<file path="src/rtl/freq_plan_regs.sv">
// AXI4-Lite register block that collects a frequency plan (list of channel
// indices) into a small RAM, locks it on commit, and serves datapath lookups.
module freq_plan_regs #(
    parameter int ADDR_W = 5,
    parameter int K_W    = 14,
    parameter int DEPTH  = 128
) (
    input  logic                     clk_100MHz,
    input  logic                     reset,
    input  logic [ADDR_W-1:0]        s_axi_awaddr,
    input  logic                     s_axi_awvalid,
    output logic                     s_axi_awready,
    input  logic [31:0]              s_axi_wdata,
    input  logic [3:0]               s_axi_wstrb,
    input  logic                     s_axi_wvalid,
    output logic                     s_axi_wready,
    output logic [1:0]               s_axi_bresp,
    output logic                     s_axi_bvalid,
    input  logic                     s_axi_bready,
    input  logic [ADDR_W-1:0]        s_axi_araddr,
    input  logic                     s_axi_arvalid,
    output logic                     s_axi_arready,
    output logic [31:0]              s_axi_rdata,
    output logic [1:0]               s_axi_rresp,
    output logic                     s_axi_rvalid,
    input  logic                     s_axi_rready,
    input  logic [$clog2(DEPTH)-1:0] plan_raddr,
    output logic [K_W-1:0]           plan_rdata,
    output logic                     plan_valid,
    output logic [7:0]               plan_len,
    output logic [1:0]               mode
);

    localparam int PTR_W = $clog2(DEPTH);
    localparam int CNT_W = PTR_W + 1;

    localparam logic [2:0] A_PLAN   = 3'd0;
    localparam logic [2:0] A_CTRL   = 3'd1;
    localparam logic [2:0] A_STATUS = 3'd3;
    localparam logic [2:0] A_MODE   = 3'd4;

    localparam logic [1:0] RESP_OKAY   = 2'b00;
    localparam logic [1:0] RESP_SLVERR = 2'b10;

    logic             aw_held_q, aw_held_d;
    logic [2:0]       awaddr_q, awaddr_d;
    logic             w_held_q, w_held_d;
    logic [K_W-1:0]   wdata_q, wdata_d;
    logic             bvalid_q, bvalid_d;
    logic [1:0]       bresp_q, bresp_d;
    logic             rvalid_q, rvalid_d;
    logic [31:0]      rdata_q, rdata_d;
    logic [PTR_W-1:0] wr_ptr_q, wr_ptr_d;
    logic [CNT_W-1:0] count_q, count_d;
    logic             overflow_q, overflow_d;
    logic             plan_valid_q, plan_valid_d;
    logic [7:0]       plan_len_q, plan_len_d;
    logic [1:0]       mode_q, mode_d;
    logic [K_W-1:0]   plan_rdata_q;
    logic             mem_we_s;
    logic [31:0]      rd_mux_s;
    logic             unused_s;

    logic [K_W-1:0] mem [DEPTH];

    assign s_axi_awready = !aw_held_q && !bvalid_q;
    assign s_axi_wready  = !w_held_q && !bvalid_q;
    assign s_axi_arready = !rvalid_q;
    assign s_axi_bvalid  = bvalid_q;
    assign s_axi_bresp   = bresp_q;
    assign s_axi_rvalid  = rvalid_q;
    assign s_axi_rdata   = rdata_q;
    assign s_axi_rresp   = RESP_OKAY;
    assign plan_rdata    = plan_rdata_q;
    assign plan_valid    = plan_valid_q;
    assign plan_len      = plan_len_q;
    assign mode          = mode_q;

    // Strobes and the byte-lane address bits carry no meaning here.
    assign unused_s = ^{s_axi_wstrb, s_axi_wdata[31:K_W], s_axi_awaddr[1:0], s_axi_araddr[1:0]};

    // Register read decode, sampled into rdata on AR acceptance.
    always_comb begin
        rd_mux_s = 32'd0;
        case (s_axi_araddr[4:2])
            A_PLAN:   rd_mux_s = 32'(wr_ptr_q);
            A_CTRL:   rd_mux_s = {31'd0, plan_valid_q};
            A_STATUS: rd_mux_s = {22'd0, overflow_q, plan_valid_q, 8'(count_q)};
            A_MODE:   rd_mux_s = {30'd0, mode_q};
            default:  rd_mux_s = 32'd0;
        endcase
    end

    // Next-state for the AXI channels and the plan bookkeeping registers.
    always_comb begin
        aw_held_d    = aw_held_q;
        awaddr_d     = awaddr_q;
        w_held_d     = w_held_q;
        wdata_d      = wdata_q;
        bvalid_d     = bvalid_q;
        bresp_d      = bresp_q;
        rvalid_d     = rvalid_q;
        rdata_d      = rdata_q;
        wr_ptr_d     = wr_ptr_q;
        count_d      = count_q;
        overflow_d   = overflow_q;
        plan_valid_d = plan_valid_q;
        plan_len_d   = plan_len_q;
        mode_d       = mode_q;
        mem_we_s     = 1'b0;

        if (s_axi_awvalid && s_axi_awready) begin
            aw_held_d = 1'b1;
            awaddr_d  = s_axi_awaddr[4:2];
        end else begin
            aw_held_d = aw_held_q;
        end
        if (s_axi_wvalid && s_axi_wready) begin
            w_held_d = 1'b1;
            wdata_d  = s_axi_wdata[K_W-1:0];
        end else begin
            w_held_d = w_held_q;
        end
        if (bvalid_q && s_axi_bready) begin
            bvalid_d = 1'b0;
        end else begin
            bvalid_d = bvalid_q;
        end

        // Both halves present: bvalid is necessarily low here, so the write fires now.
        if (aw_held_q && w_held_q) begin
            aw_held_d = 1'b0;
            w_held_d  = 1'b0;
            bvalid_d  = 1'b1;
            bresp_d   = RESP_OKAY;
            case (awaddr_q)
                A_PLAN: begin
                    if (plan_valid_q) begin
                        bresp_d = RESP_SLVERR;
                    end else begin
                        mem_we_s = 1'b1;
                        wr_ptr_d = wr_ptr_q + 1'b1;
                        if (count_q == CNT_W'(DEPTH)) begin
                            overflow_d = 1'b1;
                        end else begin
                            count_d = count_q + 1'b1;
                        end
                    end
                end
                A_CTRL: begin
                    if (wdata_q[1]) begin
                        wr_ptr_d     = '0;
                        count_d      = '0;
                        overflow_d   = 1'b0;
                        plan_valid_d = 1'b0;
                        plan_len_d   = 8'd0;
                    end else if (wdata_q[0]) begin
                        if (count_q == '0) begin
                            bresp_d = RESP_SLVERR;
                        end else begin
                            plan_valid_d = 1'b1;
                            plan_len_d   = 8'(count_q);
                        end
                    end else begin
                        plan_valid_d = plan_valid_q;
                    end
                end
                A_MODE: begin
                    mode_d = wdata_q[1:0];
                end
                default: begin
                    bresp_d = RESP_OKAY;
                end
            endcase
        end else begin
            bresp_d = bresp_q;
        end

        if (!rvalid_q && s_axi_arvalid) begin
            rvalid_d = 1'b1;
            rdata_d  = rd_mux_s;
        end else if (rvalid_q && s_axi_rready) begin
            rvalid_d = 1'b0;
        end else begin
            rvalid_d = rvalid_q;
        end
    end

    // State flops with asynchronous reset.
    always_ff @(posedge clk_100MHz or posedge reset) begin
        if (reset) begin
            aw_held_q    <= 1'b0;
            awaddr_q     <= 3'd0;
            w_held_q     <= 1'b0;
            wdata_q      <= '0;
            bvalid_q     <= 1'b0;
            bresp_q      <= 2'b00;
            rvalid_q     <= 1'b0;
            rdata_q      <= 32'd0;
            wr_ptr_q     <= '0;
            count_q      <= '0;
            overflow_q   <= 1'b0;
            plan_valid_q <= 1'b0;
            plan_len_q   <= 8'd0;
            mode_q       <= 2'd0;
            plan_rdata_q <= '0;
        end else begin
            aw_held_q    <= aw_held_d;
            awaddr_q     <= awaddr_d;
            w_held_q     <= w_held_d;
            wdata_q      <= wdata_d;
            bvalid_q     <= bvalid_d;
            bresp_q      <= bresp_d;
            rvalid_q     <= rvalid_d;
            rdata_q      <= rdata_d;
            wr_ptr_q     <= wr_ptr_d;
            count_q      <= count_d;
            overflow_q   <= overflow_d;
            plan_valid_q <= plan_valid_d;
            plan_len_q   <= plan_len_d;
            mode_q       <= mode_d;
            plan_rdata_q <= mem[plan_raddr];
        end
    end

    // Plan RAM: no reset; a same-entry lookup in the write cycle sees old data.
    always_ff @(posedge clk_100MHz) begin
        if (mem_we_s) begin
            mem[wr_ptr_q] <= wdata_q;
        end
    end

endmodule

</file>
<file path="config.mk">
export PLATFORM = sky130hd
export DESIGN_NAME = freq_plan_regs
export DESIGN_NICKNAME = d
export VERILOG_FILES = /design/src/rtl/freq_plan_regs.sv
export SDC_FILE = /design/constraint.sdc
export NUM_CORES = 2
export LEC_CHECK = 0
export ABC_AREA = 1
export BUFFER_PORTS_ARGS = -buffer_cell sky130_fd_sc_hd__buf_2
export CELL_PAD_IN_SITES_DETAIL_PLACEMENT = 1
export CELL_PAD_IN_SITES_GLOBAL_PLACEMENT = 1
export CORE_ASPECT_RATIO = 1.75
export CORE_MARGIN = 8
export CORE_UTILIZATION = 45
export DETAILED_ROUTE_END_ITERATION = 10
export HOLD_SLACK_MARGIN = 0.15
export PLACE_DENSITY_LB_ADDON = 0.08
export RECOVER_POWER = 100
export SLEW_MARGIN = 25
export SYNTH_ARGS = -nofsm -noshare
export SYNTH_HDL_FRONTEND = slang
export SYNTH_SLANG_ARGS = --single-unit
</file>
<file path="constraint.sdc">
create_clock -name clk_100MHz -period 6.4 [get_ports clk_100MHz]
set_input_delay 0.32 -clock clk_100MHz [delete_from_list [all_inputs] [get_ports clk_100MHz]]
set_output_delay 0.32 -clock clk_100MHz [all_outputs]
set_load 0.02 [all_outputs]
</file>
==> results.ini <==
[finish]
area_delta_synth_final_pct = 10.4
nets = 6528
drive_above_1_share = 0.0533

[worst_setup_path]
path_cells = clkbuf_1 -> clkbuf_2
end_kind = flop
cp_data_arrival_time_ps = 5250
critPathLaunch = wdata_q[11]$_DFFE_PP0P_
rr_startpoint = wdata_q[11]$_DFFE_PP0P_
critPathLaunchType = flop
critPathMaxFanout = 52
crit_type = flop to flop
cp.required_ps = 6820
slowest_delay_ps = 1680
crit_slowest_cell = dfrtp_1

[power]
peakVddDrop_v = 0.000464
power_mw = 29.6
powerDensity_nw_per_um2 = 354
switching_share = 0.269
combPwrFrac = 0.097
pwr-share-clk = 0.347
seqPwrFrac = 0.556
p_sw_mw = 7.97
intPower_mw = 21.6
p_leak_nw = 29.5

[cts]
htree_levels = 4
clk_pin_slew_ps = 60
numCtsBuffers = 179
cts-root-buf = clkbuf_16
clock_latency_ps = 820
cts_tree = done
cts_sinks = 1865
cts_buffer_depth = 4
ctsResizeCount = 0

[logic_synthesis]
synth-seq-area-share = 0.735
yosysMostFrequentCell = nand2_1
postSynthAreaPerCell_sq_um = 11.8
synth-compound-area-share = 0.00378
synth_enable_flop_cells = 1792
synth_ff_type = edfxtp_1
yosysWarnings = 0
yosys-top-cells-area = edfxtp_1, nand3_1, nand2_1
synth_area_leader_cell = edfxtp_1
synthesis.instances = 6395
synthAdderAreaFrac = 0.000496
yosys.area_share.simple = 0.226
synth_commonest_cells = nand2_1, edfxtp_1, nand3_1, buf_2, nor2_1
synth_top_family_by_area = simple AND/OR/NAND/NOR gates
syn_area_sq_um = 75700
synth_xor_area_frac = 0.000347
synth-seq-cells = 1865
synth_cell_types = 37
synth_mux_area_frac = 0.00178
synth_top_area_frac = 0.711
synthArstFlopShare = 0.0391

[route]
drt_iter0_drc = 3711
drtAntennaViolNets = 0
wire_per_inst_um = 26.1
avgViaCountPerCell = 5.67
wl_mm = 230
dr_total_vias = 49937
drc = 0
first_pass_iters = 7

[global_routing]
grt_pass1_wl_mm = 340
antenna_found_initial = 7
grt_start_max_net_pins = 197
grt-busiest-layer = met2
grt.met3_usage = 0.0276
grtUsageTotal = 0.248
overflow = 0
met2_usage = 0.454
use_met1 = 0.298
grt_pass1_vias = 52719

[placed_design]
post-dp-hpwl_mm = 131
gp_congestion = 0.817
io_buffers = 74

[floorplan]
core_sq_um = 168000
num_rows = 199
die_y_um = 559
die-area_sq_um = 182000
die_w_um = 326
start_util = 0.452
ios = 126

[run_status]
status = finished with violations
violations = capacitance limit, slew limit

[sta]
setup-violations-final = 0
rsz0062_at_grt = no
finalHoldViolations = 0
fmax_ghz = 0.207
relSlewSlack = -1.23
clock_skew_ps = 32.1
hold_ws_ps = 244
fin_crit_sh = 0.754
max_slew.worst_pin.slew_ps = 3340
min_period_ps = 4830
setup_tns_ps = 0
drv_slew = 2013

[hold_path]
hold_path_class = input pin to flop
hold_path_startpoint = s_axi_wvalid

[job]
maxCapViolations = 51

-- layer usage --
layer / wire length [um] / share of wire
met4: 9320 / 0.040
met2: 121000 / 0.52
met5: 0 / 0
met1: 91400 / 0.40
met3: 8900 / 0.039
-- flip-flops by register name (all words and copies together), names as in the netlist --
name and count:
w_held_q 1, wr_ptr_q 7, aw_held_q 1, s_axi_rvalid 1, s_axi_rdata 10, s_axi_bvalid 1
overflow_q 1, plan_len 8, wdata_q 14, plan_rdata 14, mode 2, count_q 8
awaddr_q 3, plan_valid 1, mem 1792, s_axi_bresp 1
-- worst paths after layout --
path	slack (ps)	depth (start not counted)	end
min reg2reg	490	2	s_axi_rdata[4]$_DFFE_PP0P_
max	1570	2	mem[108][11]$_DFFE_PP_
min in group asynchronous	840	4	w_held_q$_DFFE_PP0P_
min	240	3	w_held_q$_DFFE_PP0P_
max in group asynchronous	4170	5	plan_rdata[8]$_DFF_PP0_
max reg2reg	1570	2	mem[108][11]$_DFFE_PP_
-- metrics by stage --
stage | util | area (sq um) | std cells | setup WS, ps
after global routing | 0.499 | 83600 | 8813 | 1310
after detailed placement | 0.468 | 78400 | 8455 | 2770
after CTS | 0.503 | 84300 | 8812 | 2830
after floorplan | - | 75800 | 6419 | 3400
after global placement | 0.468 | 78300 | 8454 | 2770
final | 0.499 | 83600 | 8815 | 1570
-- critical path: cells and delay by family (launching register included) --
| family | cells | cell delay (ps) |
|---|---|---|
| buffers and inverters | 2 | 2610 |
| flip-flops | 1 | 1680 |
-- power by group through the flow --
stage                     Clock, mW  Combinational (mW)  Sequential [mW]
after detailed placement          0                2.89             16.6
after global routing           10.8                3.08             16.5
after floorplan                   0                1.01             16.6
after global placement            0                2.72             16.6
after CTS                      10.5                2.94             16.3
final                          10.3                2.85             16.4
-- final cells by class --
| class | count | area [sq um] |
|---|---|---|
| diodes | 3 | 7.51 |
| well taps | 2211 | 2770 |
| clock inverters | 94 | 779 |
| clock buffers | 223 | 4700 |
| repair buffers | 291 | 1790 |
| multi-input cells | 4078 | 17700 |
| inverters | 50 | 224 |
| flip-flops and latches | 1865 | 55600 |
| fillers | 17323 | 84000 |
-- what timing repair did --
action | in CTS | in global routing
hold buffers | 40 | 0
setup buffers | 0 | 0
hold endpoints to repair | 105 | 0
-- cells by family after synthesis --
kind of cell / Yosys count
compound gates: 51
flops: 1865
fa+ha+maj: 3
buf+inv: 476
simple gates: 3984
xor+xnor: 3
mux: 12
other cells: 1
-- cells in the final DEF (no fill, tap or decap), types with 25 or more instances in the layout --
cell,count
clkinv_1,45
buf_2,28
dlygate4sd3_1,40
dfrtp_1,73
nor2_1,151
clkbuf_1,201
nand2_1,2172
inv_1,40
nand3_1,1636
edfxtp_1,1792
conb_1,25
buf_4,37
clkbuf_16,181
Power figures use the tool's default switching activity.
